`config.mk`:
```
export PLATFORM = sky130hd
export DESIGN_NAME = heater_sequencer_flat
export DESIGN_NICKNAME = d
export VERILOG_FILES = /design/src/rtl/heater_sequencer_if.sv /design/src/rtl/heater_sequencer.sv /design/src/flat_wrapper.sv
export SDC_FILE = /design/constraint.sdc
export NUM_CORES = 1
export LEC_CHECK = 0
export CORE_UTILIZATION = 40
export DETAILED_ROUTE_END_ITERATION = 10
export SLEW_MARGIN = 5
export SYNTH_ARGS = -nofsm -noshare
export SYNTH_HDL_FRONTEND = slang
export SYNTH_SLANG_ARGS = --single-unit
export TNS_END_PERCENT = 5
```
`constraint.sdc`:
```
create_clock -name clk -period 6.05 [get_ports clk]
set_input_delay 0.9075 -clock clk [delete_from_list [all_inputs] [get_ports clk]]
set_output_delay 0.9075 -clock clk [all_outputs]
set_load 0.05 [all_outputs]
```
`src/rtl/heater_sequencer_if.sv`:
```
// Command channel into heater_sequencer: op, target code and hysteresis band.
// Latency: none, wires only.
// Backpressure: cmd_ready from the slave; a transfer happens when cmd_valid & cmd_ready.
interface heater_sequencer_if;
    logic        cmd_valid;
    logic        cmd_ready;
    logic [1:0]  cmd_op;
    logic [11:0] cmd_target;
    logic [7:0]  cmd_band;

    modport master (
        output cmd_valid,
        output cmd_op,
        output cmd_target,
        output cmd_band,
        input  cmd_ready
    );

    modport slave (
        input  cmd_valid,
        input  cmd_op,
        input  cmd_target,
        input  cmd_band,
        output cmd_ready
    );
endinterface

```
`src/rtl/heater_sequencer.sv`:
```
// Command-driven heat/settle/hold sequencer in front of one heater_control instance.
// Latency: an accepted command or a state change shows on the registered outputs one cycle later.
// Backpressure: none, cmd_ready is always high and every command is consumed on the cycle it is valid.
// Build option HEATER_SEQ_WATCHDOG_EN adds the warm-up timeout and thermal-runaway faults.
// Temperature is an ADC code: a smaller code means hotter.
module heater_sequencer #(
    parameter int TICK_DIV  = 50000,
    parameter int SETTLE_MS = 2000
`ifdef HEATER_SEQ_WATCHDOG_EN
    ,
    parameter int HEAT_TIMEOUT_MS = 300000,
    parameter int RUNAWAY_CODES   = 40,
    parameter int RUNAWAY_MS      = 5000
`endif
) (
    input  logic                     clk,
    input  logic                     rst,
    heater_sequencer_if.slave        cmd,
    input  logic [11:0]              temp,
    output logic [1:0]               heater_ctrl,
    output logic [11:0]              temp_upper,
    output logic [11:0]              temp_bottom,
    output logic                     busy,
    output logic                     ready,
    output logic                     done,
    output logic                     fault,
    output logic [1:0]               fault_code
);

    typedef enum logic [2:0] {
        IDLE      = 3'd0,
        HEAT_ONCE = 3'd1,
        HEAT      = 3'd2,
        SETTLE    = 3'd3,
        HOLD      = 3'd4,
        FAULT     = 3'd5
    } state_e;

    localparam int TW = (TICK_DIV > 1) ? $clog2(TICK_DIV) : 1;
    localparam int SW = $clog2(SETTLE_MS + 1);

    state_e         state_q, state_d;
    logic [TW-1:0]  tick_cnt_q, tick_cnt_d;
    logic [SW-1:0]  settle_cnt_q, settle_cnt_d;
    logic [3:0]     sensor_cnt_q, sensor_cnt_d;
    logic [1:0]     heater_ctrl_q, heater_ctrl_d;
    logic [11:0]    temp_upper_q, temp_upper_d;
    logic [11:0]    temp_bottom_q, temp_bottom_d;
    logic           busy_q, busy_d;
    logic           ready_q, ready_d;
    logic           done_q, done_d;
    logic           fault_q, fault_d;
    logic [1:0]     fault_code_q, fault_code_d;

    logic           tick;
    logic           active;
    logic           sensor_bad;
    logic [12:0]    bottom_sum;

    // The sequencer never stalls the command channel.
    assign cmd.cmd_ready = 1'b1;

    assign tick       = (tick_cnt_q == TW'(TICK_DIV - 1));
    assign active     = (state_q != IDLE) && (state_q != FAULT);
    assign sensor_bad = (temp == 12'h000) || (temp == 12'hFFF);
    // 13-bit sum so the cold limit saturates instead of wrapping to a hot code.
    assign bottom_sum = {1'b0, cmd.cmd_target} + {5'd0, cmd.cmd_band};

`ifdef HEATER_SEQ_WATCHDOG_EN
    localparam int MW = $clog2(HEAT_TIMEOUT_MS + 1);
    localparam int RW = $clog2(RUNAWAY_MS + 1);

    logic [MW-1:0]  ms_cnt_q, ms_cnt_d;
    logic [RW-1:0]  runaway_cnt_q, runaway_cnt_d;
    logic           runaway_hot;

    // Colder than the band's cold edge by more than the tolerated margin.
    assign runaway_hot = {1'b0, temp} > ({1'b0, temp_bottom_q} + 13'(RUNAWAY_CODES));
`endif

    // Next state, counters and the values the output registers take next cycle.
    always_comb begin
        state_d       = state_q;
        fault_code_d  = fault_code_q;
        temp_upper_d  = temp_upper_q;
        temp_bottom_d = temp_bottom_q;
        done_d        = 1'b0;
        tick_cnt_d    = tick ? '0 : tick_cnt_q + 1'b1;
        settle_cnt_d  = '0;
        sensor_cnt_d  = '0;
`ifdef HEATER_SEQ_WATCHDOG_EN
        ms_cnt_d      = '0;
        runaway_cnt_d = '0;
`endif

        case (state_q)
            HEAT_ONCE: begin
                if (temp <= temp_upper_q) begin
                    state_d = IDLE;
                    done_d  = 1'b1;
                end
            end
            HEAT: begin
                if (temp <= temp_upper_q) begin
                    state_d = SETTLE;
                end
            end
            SETTLE: begin
                // Any excursion above the cold edge restarts the settle window.
                if (temp <= temp_bottom_q) begin
                    settle_cnt_d = settle_cnt_q;
                    if (tick) begin
                        settle_cnt_d = settle_cnt_q + 1'b1;
                        if (settle_cnt_q == SW'(SETTLE_MS - 1)) begin
                            state_d = HOLD;
                        end
                    end
                end
            end
            default: ;
        endcase

`ifdef HEATER_SEQ_WATCHDOG_EN
        if ((state_q == HEAT_ONCE) || (state_q == HEAT)) begin
            ms_cnt_d = ms_cnt_q;
            if (tick) begin
                ms_cnt_d = ms_cnt_q + 1'b1;
                if (ms_cnt_q == MW'(HEAT_TIMEOUT_MS - 1)) begin
                    state_d      = FAULT;
                    fault_code_d = 2'b01;
                    done_d       = 1'b0;
                end
            end
        end
        if ((state_q == HOLD) && runaway_hot) begin
            runaway_cnt_d = runaway_cnt_q;
            if (tick) begin
                runaway_cnt_d = runaway_cnt_q + 1'b1;
                if (runaway_cnt_q == RW'(RUNAWAY_MS - 1)) begin
                    state_d      = FAULT;
                    fault_code_d = 2'b10;
                end
            end
        end
`endif

        // Stuck-at-rail sensor outranks the watchdog faults.
        if (active && sensor_bad) begin
            sensor_cnt_d = sensor_cnt_q + 1'b1;
            if (sensor_cnt_q == 4'd15) begin
                state_d      = FAULT;
                fault_code_d = 2'b11;
                done_d       = 1'b0;
            end
        end

        // An accepted command overrides whatever the state machine decided above.
        if (cmd.cmd_valid) begin
            case (cmd.cmd_op)
                2'b00: begin
                    state_d      = IDLE;
                    fault_code_d = 2'b00;
                    done_d       = 1'b0;
                    settle_cnt_d = '0;
                    sensor_cnt_d = '0;
`ifdef HEATER_SEQ_WATCHDOG_EN
                    ms_cnt_d      = '0;
                    runaway_cnt_d = '0;
`endif
                end
                2'b01, 2'b10: begin
                    if (state_q != FAULT) begin
                        state_d       = (cmd.cmd_op == 2'b01) ? HEAT_ONCE : HEAT;
                        fault_code_d  = 2'b00;
                        done_d        = 1'b0;
                        temp_upper_d  = cmd.cmd_target;
                        temp_bottom_d = bottom_sum[12] ? 12'hFFF : bottom_sum[11:0];
                        settle_cnt_d  = '0;
`ifdef HEATER_SEQ_WATCHDOG_EN
                        ms_cnt_d      = '0;
                        runaway_cnt_d = '0;
`endif
                    end
                end
                default: ;
            endcase
        end

        heater_ctrl_d = 2'b00;
        case (state_d)
            HEAT_ONCE, HEAT: heater_ctrl_d = 2'b01;
            SETTLE, HOLD:    heater_ctrl_d = 2'b10;
            default:         heater_ctrl_d = 2'b00;
        endcase
        busy_d  = (state_d != IDLE) && (state_d != FAULT);
        ready_d = (state_d == HOLD);
        fault_d = (state_d == FAULT);
    end

    // State, counter and output registers with synchronous reset.
    always_ff @(posedge clk) begin
        if (rst) begin
            state_q       <= IDLE;
            tick_cnt_q    <= '0;
            settle_cnt_q  <= '0;
            sensor_cnt_q  <= '0;
            heater_ctrl_q <= 2'b00;
            temp_upper_q  <= '0;
            temp_bottom_q <= '0;
            busy_q        <= 1'b0;
            ready_q       <= 1'b0;
            done_q        <= 1'b0;
            fault_q       <= 1'b0;
            fault_code_q  <= 2'b00;
`ifdef HEATER_SEQ_WATCHDOG_EN
            ms_cnt_q      <= '0;
            runaway_cnt_q <= '0;
`endif
        end else begin
            state_q       <= state_d;
            tick_cnt_q    <= tick_cnt_d;
            settle_cnt_q  <= settle_cnt_d;
            sensor_cnt_q  <= sensor_cnt_d;
            heater_ctrl_q <= heater_ctrl_d;
            temp_upper_q  <= temp_upper_d;
            temp_bottom_q <= temp_bottom_d;
            busy_q        <= busy_d;
            ready_q       <= ready_d;
            done_q        <= done_d;
            fault_q       <= fault_d;
            fault_code_q  <= fault_code_d;
`ifdef HEATER_SEQ_WATCHDOG_EN
            ms_cnt_q      <= ms_cnt_d;
            runaway_cnt_q <= runaway_cnt_d;
`endif
        end
    end

    assign heater_ctrl = heater_ctrl_q;
    assign temp_upper  = temp_upper_q;
    assign temp_bottom = temp_bottom_q;
    assign busy        = busy_q;
    assign ready       = ready_q;
    assign done        = done_q;
    assign fault       = fault_q;
    assign fault_code  = fault_code_q;

endmodule

```
`src/flat_wrapper.sv`:
```
// flat-port wrapper written by rule: the top's interface ports become plain ports
module heater_sequencer_flat 
#(
    parameter int TICK_DIV  = 50000,
    parameter int SETTLE_MS = 2000

)
  (clk, rst, temp, heater_ctrl, temp_upper, temp_bottom, busy, ready, done, fault, fault_code, cmd_cmd_valid, cmd_cmd_op, cmd_cmd_target, cmd_cmd_band, cmd_cmd_ready);
  heater_sequencer_if cmd_i ();
  input  logic clk;
  input  logic rst;
  input  logic [11:0] temp;
  output logic [1:0] heater_ctrl;
  output logic [11:0] temp_upper;
  output logic [11:0] temp_bottom;
  output logic busy;
  output logic ready;
  output logic done;
  output logic fault;
  output logic [1:0] fault_code;
  input wire logic [$bits(cmd_i.cmd_valid)-1:0] cmd_cmd_valid;
  input wire logic [$bits(cmd_i.cmd_op)-1:0] cmd_cmd_op;
  input wire logic [$bits(cmd_i.cmd_target)-1:0] cmd_cmd_target;
  input wire logic [$bits(cmd_i.cmd_band)-1:0] cmd_cmd_band;
  output wire logic [$bits(cmd_i.cmd_ready)-1:0] cmd_cmd_ready;
  assign cmd_i.cmd_valid = cmd_cmd_valid;
  assign cmd_i.cmd_op = cmd_cmd_op;
  assign cmd_i.cmd_target = cmd_cmd_target;
  assign cmd_i.cmd_band = cmd_cmd_band;
  assign cmd_cmd_ready = cmd_i.cmd_ready;
  heater_sequencer #(.TICK_DIV(TICK_DIV), .SETTLE_MS(SETTLE_MS)) u_core (.clk(clk), .rst(rst), .cmd(cmd_i), .temp(temp), .heater_ctrl(heater_ctrl), .temp_upper(temp_upper), .temp_bottom(temp_bottom), .busy(busy), .ready(ready), .done(done), .fault(fault), .fault_code(fault_code));
endmodule
```
==> impl_metrics.json, run 1 <==
{
  "worstSetupStartpointType": "input port",
  "timing.setup.critical_path_class": "input port to flip-flop",
  "timing_worst_slew_pin_value_ns": 0.8033,
  "internal-power_w": 0.0007997,
  "power_frac_clock_pct": 36.8,
  "core_area_um2": 9284,
  "globalRoute.totalOverflow": 0,
  "worstPathRequired_ns": 6.23,
  "synthArstFlopShare_pct": 0,
  "max-vdd-ir-drop_mv": 0.1044,
  "cp_endpoint_kind": "flip-flop",
  "cts.repair.resized": 0,
  "pin_count_of_the_biggest_net_entering_global_routing": 26,
  "drtPass1Iterations": 4,
  "drive_gt1_share_pct": 6.464,
  "avgSynthCellArea_um2": 8.500,
  "cp_max_fo": 10,
  "clockRootBuffer": "sky130_fd_sc_hd__clkbuf_8",
  "routed_via_density": 5.179,
  "worst-endpoint-arrival_ns": 3.54,
  "drt_first_iter_violations": 101,
  "pwr-share-seq_pct": 40.6,
  "ios": 70,
  "cts_max_path_buffers": 2,
  "rsz0062_at_grt": "no",
  "final_min_period_over_clock_period_pct": 55.46,
  "synth_cell_types": 58,
  "total_negative_slack_ns": 0,
  "yosys_warnings": 0,
  "final_cell_mix": "68 x sky130_fd_sc_hd__clkdlybuf4s50_1, 66 x sky130_fd_sc_hd__dfxtp_1, 44 x sky130_fd_sc_hd__nand2_1, 43 x sky130_fd_sc_hd__inv_1, 38 x sky130_fd_sc_hd__ha_1",
  "drt_wl_total_um": 9255,
  "min_path_type": "flip-flop to flip-flop",
  "die_x_um": 99.90,
  "wl_per_cell_um": 14.13,
  "logic_gate_share_of_total_power_pct": 22.5,
  "slew_headroom_pct": 46.45,
  "total_leakage_power_nw": 1.929,
  "switching_power_w": 0.0003495,
  "buffer_ports.inserted": 68,
  "path_clk_slew_ns": 0.08,
  "achievable-frequency_mhz": 298.0,
  "grt.total_usage_pct": 19.82,
  "synth_enable_flop_cells": 0,
  "place.detailed.hpwl_um": 7184,
  "clock_tree.htree_level_count": 3,
  "area_growth_pct": 27.09,
  "design.die.area_um2": 9980,
  "synth.yosys.seq_area_share_pct": 34.46,
  "floorplan.die.height_um": 99.90,
  "placed_cells_incl_taps": 639,
  "placementRows": 35,
  "grt_antenna_before_repair": 0,
  "cts-hold-fix-buffers": 0,
  "first_global_vias": 3305,
  "max-cap-violations": 0,
  "synthCells": 451,
  "synth_nets": 527,
  "drcViolationCount": 0,
  "outcome": "finished, final reports clean",
  "layout_commonest_cell": "sky130_fd_sc_hd__clkdlybuf4s50_1",
  "num_vias": 3392,
  "syn-cell-area_um2": 3834,
  "place_congestion": 0.8315,
  "drtAntennaViolNets": 0,
  "synth_seq_cells": 66,
  "timing.clock.skew_ns": 0.009195,
  "power.switching_fraction_pct": 30.41,
  "design.final.nets": 597,
  "initial_core_util_pct": 41.29,
  "power_per_cell_area_nw_per_um2": 235.9,
  "timing.final.max_slew_violations": 0,
  "min_period_ns": 3.355,
  "worst_skew_pair.late_latency_ns": 0.35,
  "cts_post_setup_buffers_inserted": 0,
  "number_of_non_filler_instances_in_the_completed_layout": 655,
  "hold_violations": 0,
  "grt_first_pass_wirelength_um": 15450,
  "ys_dominant_reg_cell": "sky130_fd_sc_hd__dfxtp_1",
  "clock_tree_from_tritoncts": "built",
  "cts.sinks": 66,
  "antenna-diode-count": 0,
  "report.final.setup_viol": 0,
  "tritoncts.num_buffers": 9
}
## cells by family after synthesis
logic type	after synthesis	share of synthesized area, %
buffers and inverters	54	5.418
xor gates and xnor gates	29	6.625
AOI/OAI and AO/OA	93	16.61
adders and majority gates	39	12.92
muxes	1	0.2611
other	1	0.09782
DFF	66	34.46
and+or+nand+nor	168	23.60
## metal layers
layer	GRT usage [%]	share of wire, %	vias to the layer above	routed length, um
met5	0	0	-	0
met4	7.805	1.8	0	171
met3	3.969	3.9	14	358
met2	32.84	46	66	4297
met1	25.32	48	1588	4428
li1	-	-	1724	-
## worst paths after layout
check                    startpoint               endpoint  slack (ns)  depth (start not counted)
min reg2reg    u_core.tick_cnt_q[0]   u_core.tick_cnt_q[0]        0.45                          1
max reg2reg  u_core.temp_bottom[10]            u_core.busy        3.54                          9
min            u_core.tick_cnt_q[0]   u_core.tick_cnt_q[0]        0.45                          1
max               cmd_cmd_target[0]  u_core.temp_bottom[2]        2.69                         11
## final cells by class
type	instances	area, um^2
clock inverters	6	90.09
fillers	929	4412
inverters	43	161.4
multi-input cells	331	2305
clock buffers	10	137.6
flip-flops and latches	66	1321
repair buffers	70	695.7
well taps	129	161.4
## critical path, cell delays in order
cell and delay [ns]:
sky130_fd_sc_hd__clkdlybuf4s50_1 0.44, sky130_fd_sc_hd__ha_1 0.22, sky130_fd_sc_hd__inv_1 0.08, sky130_fd_sc_hd__fa_1 0.20, sky130_fd_sc_hd__nor2b_1 0.05, sky130_fd_sc_hd__o21ai_0 0.21, sky130_fd_sc_hd__a21oi_1 0.11, sky130_fd_sc_hd__o21ai_0 0.31
sky130_fd_sc_hd__a21oi_1 0.19, sky130_fd_sc_hd__a21oi_1 0.66, sky130_fd_sc_hd__a221oi_1 0.17
## power groups by stage
| stage | logic (W) | registers, W | clock network, W |
|---|---|---|---|
| 2_1_floorplan | 0.000118 | 0.000524 | 0 |
| 3_3_place_gp | 0.000255 | 0.000477 | 0 |
| 3_5_place_dp | 0.000259 | 0.000477 | 0 |
| 4_1_cts | 0.000260 | 0.000467 | 0.000437 |
| 5_1_grt | 0.000283 | 0.000469 | 0.000453 |
| 6_report | 0.000259 | 0.000467 | 0.000423 |
## cells in the mapped netlist (all sizes together) (2+ instances only)
| master | instances | area [um^2] |
|---|---|---|
| clkbuf | 9 | 35.03 |
| nand4 | 12 | 87.58 |
| xnor2 | 15 | 131.4 |
| nor2 | 37 | 138.9 |
| or3 | 9 | 56.30 |
| o21a | 2 | 15.01 |
| o211a | 2 | 20.02 |
| xor2 | 14 | 122.6 |
| o31a | 2 | 17.52 |
| a21o | 5 | 37.54 |
| o211ai | 4 | 30.03 |
| nor2b | 5 | 31.28 |
| buf | 2 | 11.26 |
| and2 | 2 | 12.51 |
| and3 | 10 | 62.56 |
| a211oi | 2 | 20.02 |
| inv | 43 | 161.4 |
| and4 | 3 | 26.28 |
| nor4b | 4 | 62.56 |
| a221oi | 9 | 78.83 |
| nor4 | 5 | 46.29 |
| o21ai | 17 | 88.83 |
| a21oi | 34 | 170.2 |
| ha | 38 | 475.5 |
| nand2 | 44 | 165.2 |
| nand2b | 5 | 31.28 |
| nand3 | 20 | 100.1 |
| or2 | 2 | 12.51 |
| nor3 | 7 | 40.04 |
| dfxtp | 66 | 1321 |
| a31oi | 6 | 52.55 |
## sequential cells by signal, summed over array words and instances, names as in the netlist
register,flops
u_core.temp_bottom,12
u_core.busy,1
u_core.fault_code,2
u_core.state_q,3
u_core.fault,1
u_core.sensor_cnt_q,4
u_core.settle_cnt_q,11
u_core.done,1
u_core.ready,1
u_core.tick_cnt_q,16
u_core.temp_upper,12
u_core.heater_ctrl,2
## stage by stage
step / area (um^2) / setup slack [ns] / hold slack (ns) / util [%] / total power [W]
after floorplan: 3834 / 3.242 / 0.4132 / - / 0.0006417
after global placement: 4644 / 2.438 / 0.4252 / 50.03 / 0.0007320
after detailed placement: 4644 / 2.342 / 0.4314 / 50.03 / 0.0007354
after CTS: 4872 / 2.724 / 0.4471 / 52.48 / 0.001164
after global routing: 4872 / 2.376 / 0.4665 / 52.48 / 0.001206
final: 4872 / 2.695 / 0.4457 / 52.48 / 0.001149
No activity file was read; power rests on OpenSTA's default activity.
==> run 2: changes to the inputs <==
clock period = 3.4 ns   (was 6.05 ns; I/O delays follow)
==> run 2 against run 1 <==
  * Via count increased by 0.12%
  * Global-route usage increased by 0.61 points
  * Die area unchanged
  * Sequential power increased by 78%
  * Clock-buffer cell count increased by 1
  * Critical endpoint is now u_core.temp_bottom[6]
  * Largest power group unchanged
==> impl_metrics.json, run 2 (synthesis gave the netlist of run 1 again) <==
{
  "final_cell_mix": "68 x sky130_fd_sc_hd__clkdlybuf4s50_1, 66 x sky130_fd_sc_hd__dfxtp_1, 44 x sky130_fd_sc_hd__nand2_1, 43 x sky130_fd_sc_hd__inv_1, 38 x sky130_fd_sc_hd__ha_1",
  "path_clk_slew_ns": 0.08,
  "grt.total_usage_pct": 20.44,
  "totalPowerFinal_w": 0.001993,
  "max-vdd-ir-drop_mv": 0.2053,
  "clock_tree.htree_level_count": 3,
  "drtAntennaViolNets": 0,
  "core_area_um2": 9284,
  "n_fill_cell": 902,
  "worst-endpoint-arrival_ns": 3.05,
  "globalRoute.totalOverflow": 0,
  "cts-hold-fix-buffers": 0,
  "critical_path.reg2reg.endpoint": "u_core.busy",
  "total_leakage_power_nw": 1.932,
  "area_growth_pct": 27.06,
  "initial_core_util_pct": 41.29,
  "worstPathRequired_ns": 3.65,
  "drive_gt1_share_pct": 6.818,
  "grt_first_pass_wirelength_um": 15860,
  "num_vias": 3396,
  "pin_count_of_the_biggest_net_entering_global_routing": 26,
  "cp_endpoint_kind": "flip-flop",
  "min_delay_startpoint": "u_core.tick_cnt_q[0]",
  "rsz0062_at_grt": "no",
  "ios": 70,
  "timing.clock.skew_ns": 0.01236,
  "top_register": "u_core.tick_cnt_q",
  "tritoncts.num_buffers": 9,
  "timing.final.max_slew_violations": 0,
  "min_delay_worst_endpoint": "u_core.tick_cnt_q[0]",
  "drtPass1Iterations": 4,
  "worst_r2r_startpoint": "u_core.temp_bottom[10]",
  "drt_wl_total_um": 9414,
  "design.die.area_um2": 9980,
  "outcome": "finished, final reports clean",
  "wl_per_cell_um": 14.33,
  "max-cap-violations": 0,
  "drcViolationCount": 0,
  "multi_input_combinational_cell_area_um2": 2305,
  "clockRootBuffer": "sky130_fd_sc_hd__clkbuf_8",
  "place_congestion": 0.8821,
  "buffer_ports.inserted": 68,
  "power_per_cell_area_nw_per_um2": 409.2,
  "die_x_um": 99.90,
  "cts.repair.resized": 0,
  "final_core_utilization_pct": 52.47,
  "total_negative_slack_ns": 0,
  "layout_commonest_cell": "sky130_fd_sc_hd__clkdlybuf4s50_1",
  "design.final.nets": 599,
  "final_min_period_over_clock_period_pct": 82.38,
  "report.final.setup_viol": 0,
  "timing.setup.critical_path_class": "input port to flip-flop",
  "largest_register_ff_count": 16,
  "place.detailed.hpwl_um": 7370,
  "min_period_ns": 2.801,
  "slew_headroom_pct": 52.42,
  "cts_post_setup_buffers_inserted": 0,
  "min_path_type": "flip-flop to flip-flop",
  "timing.reg2reg.setup_slack_ns": 0.91,
  "achievable-frequency_mhz": 357.0,
  "cts_max_path_buffers": 2,
  "placementRows": 35,
  "cp_max_fo": 10,
  "hold_depth": 1,
  "timing_worst_slew_pin_value_ns": 0.7138,
  "routed_via_density": 5.169,
  "drt_first_iter_violations": 97,
  "clock_tree_from_tritoncts": "built",
  "hold_violations": 0,
  "worst_r2r_path_depth": 9,
  "area.sequential_um2": 1321,
  "antenna-diode-count": 0,
  "floorplan.die.height_um": 99.90,
  "grt_antenna_before_repair": 0,
  "first_global_vias": 3350,
  "cts.sinks": 66,
  "worst_skew_pair.late_latency_ns": 0.34,
  "worstSetupStartpointType": "input port"
}
run 2: changes by cell type in the layout (fill, tap and decap cells not counted), sizes merged:
| cell | previous run | this run |
|---|---|---|
| buf | 2 | 4 |
| bufinv | 2 | 1 |
| clkbuf | 10 | 11 |
| clkinv | 3 | 2 |
| inv | 43 | 44 |
run 2: area by class of cell:
type / count / share of cell area (%)
repair buffers: 72 / 14.59
clock inverters: 5 / 1.233
multi-input cells: 331 / 47.32
flip-flops and latches: 66 / 27.13
clock buffers: 11 / 3.108
inverters: 43 / 3.314
well taps: 129 / 3.314
run 2: how the worst max path moves through the flow:
stage,startpoint,to,depth (start not counted)
finish,cmd_cmd_target[0],u_core.temp_bottom[6],12
global route,cmd_cmd_target[0],u_core.temp_bottom[2],12
CTS,cmd_cmd_target[0],u_core.temp_bottom[6],12
detailed placement,cmd_cmd_target[0],u_core.temp_bottom[6],12
global placement,cmd_cmd_target[0],u_core.temp_bottom[10],12
floorplan,u_core.temp_bottom[10],u_core.busy,9
run 2: report_power, final:
group          internal [W]  total (W)  switching, W
registers          0.000804   0.000831     0.0000266
clock network      0.000381   0.000694      0.000313
logic              0.000188   0.000468      0.000281
run 2: layer usage:
| layer | vias up | GRT usage (%) | wire, um |
|---|---|---|---|
| met5 | - | 0 | 0 |
| met4 | 0 | 7.919 | 163 |
| met3 | 14 | 3.343 | 368 |
| met2 | 74 | 34.27 | 4386 |
| met1 | 1578 | 26.27 | 4494 |
| li1 | 1730 | - | - |
run 2: worst max-delay path, cell delays in order:
cell	delay, ns
sky130_fd_sc_hd__clkdlybuf4s50_1	0.49
sky130_fd_sc_hd__ha_1	0.18
sky130_fd_sc_hd__inv_1	0.05
sky130_fd_sc_hd__fa_1	0.39
sky130_fd_sc_hd__nor2b_1	0.13
sky130_fd_sc_hd__o21ai_0	0.11
sky130_fd_sc_hd__a21oi_1	0.18
sky130_fd_sc_hd__o21ai_0	0.16
sky130_fd_sc_hd__a21oi_1	0.29
sky130_fd_sc_hd__a21oi_1	0.11
sky130_fd_sc_hd__buf_4	0.18
sky130_fd_sc_hd__a221oi_1	0.26
run 2: metrics by stage:
stage               cell area, um^2  hold WS (ns)  instances  setup slack (ns)
floorplan                      3834        0.4132        451            0.7489
global placement               4659        0.4240        641            0.3610
detailed placement             4659        0.4421        641            0.2788
CTS                            4871        0.4556        657            0.6181
global route                   4871        0.4929        657            0.3850
finish                         4871        0.4532        657            0.5990
==> run 3: changes to the inputs <==
PLACE_DENSITY = 0.66   (was unset)
clock period = 2.56 ns   (was 3.4 ns; I/O delays follow)
==> run 3 against run 2 <==
  * Global-route usage hardly changed
  * Largest cell class unchanged
  * Clock skew is 0.00097 ns lower
  * Final cell count is 5.3% higher
  * Sequential power is 32% higher
  * Design area is 8.0% higher
  * Critical path type unchanged
  * Largest power group unchanged
  * Via count is 3.5% higher
  * Clock power is 43% higher
==> impl_metrics.json, run 3 (synthesis gave the netlist of run 1 again) <==
{
  "num_vias": 3516,
  "core_area_um2": 9284,
  "layout_setup_ws_ns": 0.05756,
  "top_register": "u_core.tick_cnt_q",
  "total_leakage_power_nw": 2.153,
  "design.die.area_um2": 9980,
  "logic_gate_share_of_total_power_pct": 25.3,
  "drtPass1Iterations": 4,
  "pin_count_of_the_biggest_net_entering_global_routing": 23,
  "place.detailed.hpwl_um": 7788,
  "pwr-share-seq_pct": 39.3,
  "cts_max_path_buffers": 2,
  "min_period_ns": 2.502,
  "slew_headroom_pct": 63.97,
  "globalRoute.totalOverflow": 0,
  "worstPathRequired_ns": 2.82,
  "ios": 70,
  "timing.clock.skew_ns": 0.01140,
  "power.switching_fraction_pct": 30.15,
  "cp_max_fo": 5,
  "clock_tree.htree_level_count": 3,
  "drive_gt1_share_pct": 16.70,
  "first_global_vias": 3529,
  "timing.final.max_slew_violations": 0,
  "fin_area_um2": 5259,
  "min_path_type": "flip-flop to flip-flop",
  "hold_depth": 1,
  "tritoncts.num_buffers": 9,
  "grt_first_pass_wirelength_um": 16080,
  "n_fill_cell": 871,
  "worstSetupStartpointType": "input port",
  "power_frac_clock_pct": 35.3,
  "area_growth_pct": 37.17,
  "holdWs_ns": 0.4510,
  "achievable-frequency_mhz": 399.6,
  "design.final.nets": 634,
  "hold_violations": 0,
  "report.final.setup_viol": 0,
  "max-cap-violations": 0,
  "placementRows": 35,
  "cts.repair.resized": 0,
  "path_clk_slew_ns": 0.07,
  "largest_register_ff_count": 16,
  "cts.sinks": 66,
  "critical_path.reg2reg.endpoint": "u_core.busy",
  "floorplan.die.height_um": 99.90,
  "timing.setup.critical_path_class": "input port to flip-flop",
  "worst_skew_pair.late_latency_ns": 0.35,
  "clock_tree_from_tritoncts": "built",
  "initial_core_util_pct": 41.29,
  "max-vdd-ir-drop_mv": 0.2811,
  "drt_first_iter_violations": 94,
  "drtAntennaViolNets": 0,
  "cts_post_setup_buffers_inserted": 0,
  "layout_commonest_cell": "sky130_fd_sc_hd__clkdlybuf4s50_1",
  "clockRootBuffer": "sky130_fd_sc_hd__clkbuf_8",
  "wl_per_cell_um": 14.05,
  "pre_cts_ws_ns": -0.3555,
  "drcViolationCount": 0,
  "buffer_ports.inserted": 68,
  "grt.total_usage_pct": 20.46,
  "min_delay_startpoint": "u_core.sensor_cnt_q[0]",
  "cts-hold-fix-buffers": 0,
  "final_cell_mix": "64 x sky130_fd_sc_hd__clkdlybuf4s50_1, 59 x sky130_fd_sc_hd__dfxtp_1, 43 x sky130_fd_sc_hd__inv_1, 43 x sky130_fd_sc_hd__nand2_1, 39 x sky130_fd_sc_hd__buf_4",
  "min_delay_worst_endpoint": "u_core.sensor_cnt_q[0]",
  "place_congestion": 0.8605,
  "outcome": "finished, final reports clean",
  "power_per_cell_area_nw_per_um2": 533.9,
  "final_min_period_over_clock_period_pct": 97.75,
  "worst_r2r_startpoint": "u_core.temp_upper[10]",
  "routed_via_density": 5.081,
  "antenna-diode-count": 0,
  "switching_power_w": 0.0008466,
  "drt_wl_total_um": 9723,
  "postPlaceCellArea_um2": 4931,
  "die_x_um": 99.90,
  "worst-endpoint-arrival_ns": 2.76,
  "timing.reg2reg.setup_slack_ns": 0.15,
  "final_core_utilization_pct": 56.64,
  "rsz0062_at_grt": "yes",
  "grt_antenna_before_repair": 0,
  "timing_worst_slew_pin_value_ns": 0.5387,
  "worst_r2r_path_depth": 9,
  "cp_endpoint_kind": "flip-flop",
  "internal-power_w": 0.001961
}
-- run 3: per-stage QoR --
step / cells / total power, W / setup TNS [ns]
3_3_place_gp: 676 / 0.001793 / -4.197
5_1_grt: 692 / 0.002936 / -0.1151
2_1_floorplan: 451 / 0.001519 / 0
3_5_place_dp: 676 / 0.001808 / -5.367
6_report: 692 / 0.002808 / 0
4_1_cts: 692 / 0.002798 / 0
-- run 3: per-layer routing --
| metal | GRT usage, % | up-vias | share of wire, % |
|---|---|---|---|
| li1 | - | 1808 | - |
| met1 | 25.27 | 1631 | 46 |
| met2 | 35.86 | 61 | 49 |
| met3 | 3.064 | 16 | 3.1 |
| met4 | 7.805 | 0 | 1.6 |
| met5 | 0 | - | 0 |
-- run 3: area by class of cell --
cell class | instances | area, um^2 | share of cell area, %
Clock inverter | 5 | 85.08 | 1.618
Clock buffer | 11 | 141.4 | 2.689
Inverter | 43 | 161.4 | 3.069
Multi-Input combinational cell | 331 | 2396 | 45.56
Tap cell | 129 | 161.4 | 3.069
Timing Repair Buffer | 107 | 983.4 | 18.70
Sequential cell | 66 | 1330 | 25.29
-- run 3: how the worst max path moves through the flow --
stage	startpoint	cells after the start	slack, ns	endpoint
after floorplan	u_core.temp_bottom[4]	9	0.01	u_core.busy
after global placement	temp[5]	9	-0.31	u_core.busy
after detailed placement	cmd_cmd_target[0]	12	-0.36	u_core.temp_bottom[10]
after CTS	temp[10]	9	0.02	u_core.heater_ctrl[1]
after global routing	temp[8]	9	-0.04	u_core.busy
final	temp[7]	9	0.06	u_core.heater_ctrl[1]
-- run 3: power by group through the flow --
stage                     clock network (W)  registers (W)  logic [W]
final                              0.000992        0.00110   0.000712
after global routing                0.00105        0.00111   0.000778
after CTS                           0.00101        0.00110   0.000683
after detailed placement                  0        0.00113   0.000681
after global placement                    0        0.00113   0.000667
after floorplan                           0        0.00124   0.000279
-- run 3: critical path, stage by stage --
cell and delay [ns]:
sky130_fd_sc_hd__clkdlybuf4s50_1 0.48, sky130_fd_sc_hd__ha_1 0.35, sky130_fd_sc_hd__nand4_1 0.15, sky130_fd_sc_hd__or3_4 0.42
sky130_fd_sc_hd__nor4_4 0.26, sky130_fd_sc_hd__a31o_4 0.17, sky130_fd_sc_hd__a31oi_4 0.13, sky130_fd_sc_hd__buf_4 0.19
sky130_fd_sc_hd__o32ai_2 0.22
==> RTL change (settings of run 2) <==
Re-encode `state_e` (6 states) as one-hot, 6 bits wide.
--- a/src/rtl/heater_sequencer.sv
+++ b/src/rtl/heater_sequencer.sv
@@ -27,13 +27,13 @@
     output logic [1:0]               fault_code
 );
 
-    typedef enum logic [2:0] {
-        IDLE      = 3'd0,
-        HEAT_ONCE = 3'd1,
-        HEAT      = 3'd2,
-        SETTLE    = 3'd3,
-        HOLD      = 3'd4,
-        FAULT     = 3'd5
+    typedef enum logic [5:0] {
+        IDLE      = 6'b000001,
+        HEAT_ONCE = 6'b000010,
+        HEAT      = 6'b000100,
+        SETTLE    = 6'b001000,
+        HOLD      = 6'b010000,
+        FAULT     = 6'b100000
     } state_e;
 
     localparam int TW = (TICK_DIV > 1) ? $clog2(TICK_DIV) : 1;
Check against the original RTL: same outputs for any inputs over 10 cycles, from zero or initial values and one cycle with rst high; not proved beyond that.
==> RTL change against run 2 <==
  * Via count decreased by 0.24%
  * Area after synthesis increased by 1.6%
  * Worst setup slack got worse by 0.052 ns
  * Critical path depth decreased by 2
  * Design area increased by 0.18%
  * Total power decreased by 5.1%
  * Sequential cell count increased by 3
  * Routed wire length decreased by 1.6%
  * Highest routed layer unchanged
==> RTL change: results (changes against run 2) <==
status: "finished clean"  # unchanged
ys_seq_area_share_pct: 35.5  # was 34.5%
synthMuxAreaShare_pct: 0.257  # was 0.261%
grt_max_degree: 27  # was 26
syn_nets: 538  # was 527
rr_endpoint: "u_core.fault"  # was u_core.busy
rr_worst_depth: 10  # was 9
dpl.hpwl_um: 7170  # was 7370 um
whs_ns: 0.443  # was 0.453 ns
max-vdd-ir-drop_v: 0.000193  # was 0.000205 V
routed_via_density: 5.09  # was 5.17
gp_congestion: 0.851  # was 0.882
final.fill_count: 905  # was 902
max_slew.worst_pin.slew_ns: 0.532  # was 0.714 ns
synthAdderAreaFrac_pct: 12.7  # was 12.9%
dp_cells: 651  # was 641
final_nets: 609  # was 599
track_usage_pct: 20.1  # was 20.4%
synth_compound_area_share_pct: 14.8  # was 16.6%
wl_per_cell_um: 13.9  # was 14.3 um
r2r_slack_ns: 0.78  # was 0.91 ns
totalWireLength_um: 9260  # was 9410 um
firstDrtPassIters: 5  # was 4
synth_xor_area_share_pct: 7.65  # was 6.63%
drt-initial-drc-count: 100  # was 97
clock_skew_ns: 0.00545  # was 0.0124 ns
critPathArrivalTime_ns: 3.12  # was 3.05 ns
[RTL change: through the flow]
stage	setup slack [ns]	utilization (%)
after floorplan	0.745	-
after global placement	0.276	50.5
after detailed placement	0.236	50.5
after CTS	0.574	52.3
after global routing	0.334	52.3
final	0.547	52.3
[RTL change: how the worst max path moves through the flow]
stage,slack [ns],endpoint,start
floorplan,0.74,u_core.fault,u_core.temp_upper[9]
global placement,0.28,u_core.fault,temp[9]
detailed placement,0.24,u_core.fault,temp[9]
CTS,0.57,u_core.fault,temp[9]
global route,0.33,u_core.fault,temp[9]
finish,0.55,u_core.fault,temp[9]
[RTL change: report_power, final]
group	total [uW]	internal (uW)	switching, uW	leakage, uW
Clock	595	278	316	0.0000812
Combinational	437	179	258	0.00120
Sequential	860	837	23.1	0.000561
[RTL change: worst max-delay path, stage by stage]
cell             delay, ns
clkdlybuf4s50_1       0.48
ha_1                  0.34
a211oi_1              0.28
o21ai_0               0.13
nor4_1                0.24
a21oi_1               0.18
or2_1                 0.28
a311oi_1              0.28
o211ai_1              0.18
nor3_1                0.21
[RTL change: cell type report]
cell class                      instances  area [um2]  area share (%)
Multi-Input combinational cell        338        2290            47.0
Timing Repair Buffer                   73         718            14.7
Clock inverter                          4        25.0           0.513
Sequential cell                        69        1380            28.3
Inverter                               42         158            3.23
Tap cell                              129         161            3.31
Clock buffer                           11         141            2.90
[RTL change: logic make-up after synthesis]
family | after synthesis
adders and majority gates | 39
other | 1
and+or+nand+nor | 176
DFF | 69
buffers and inverters | 55
muxes | 1
AOI/OAI and AO/OA | 87
xor gates and xnor gates | 34
[RTL change: metal layers]
| metal | share of wire (%) | vias to the layer above | track usage [%] |
|---|---|---|---|
| met3 | 4.3 | 8 | 5.48 |
| li1 | - | 1754 | - |
| met1 | 48 | 1557 | 25.3 |
| met2 | 47 | 69 | 33.8 |
| met4 | 1.1 | 0 | 5.35 |
| met5 | 0 | - | 0 |
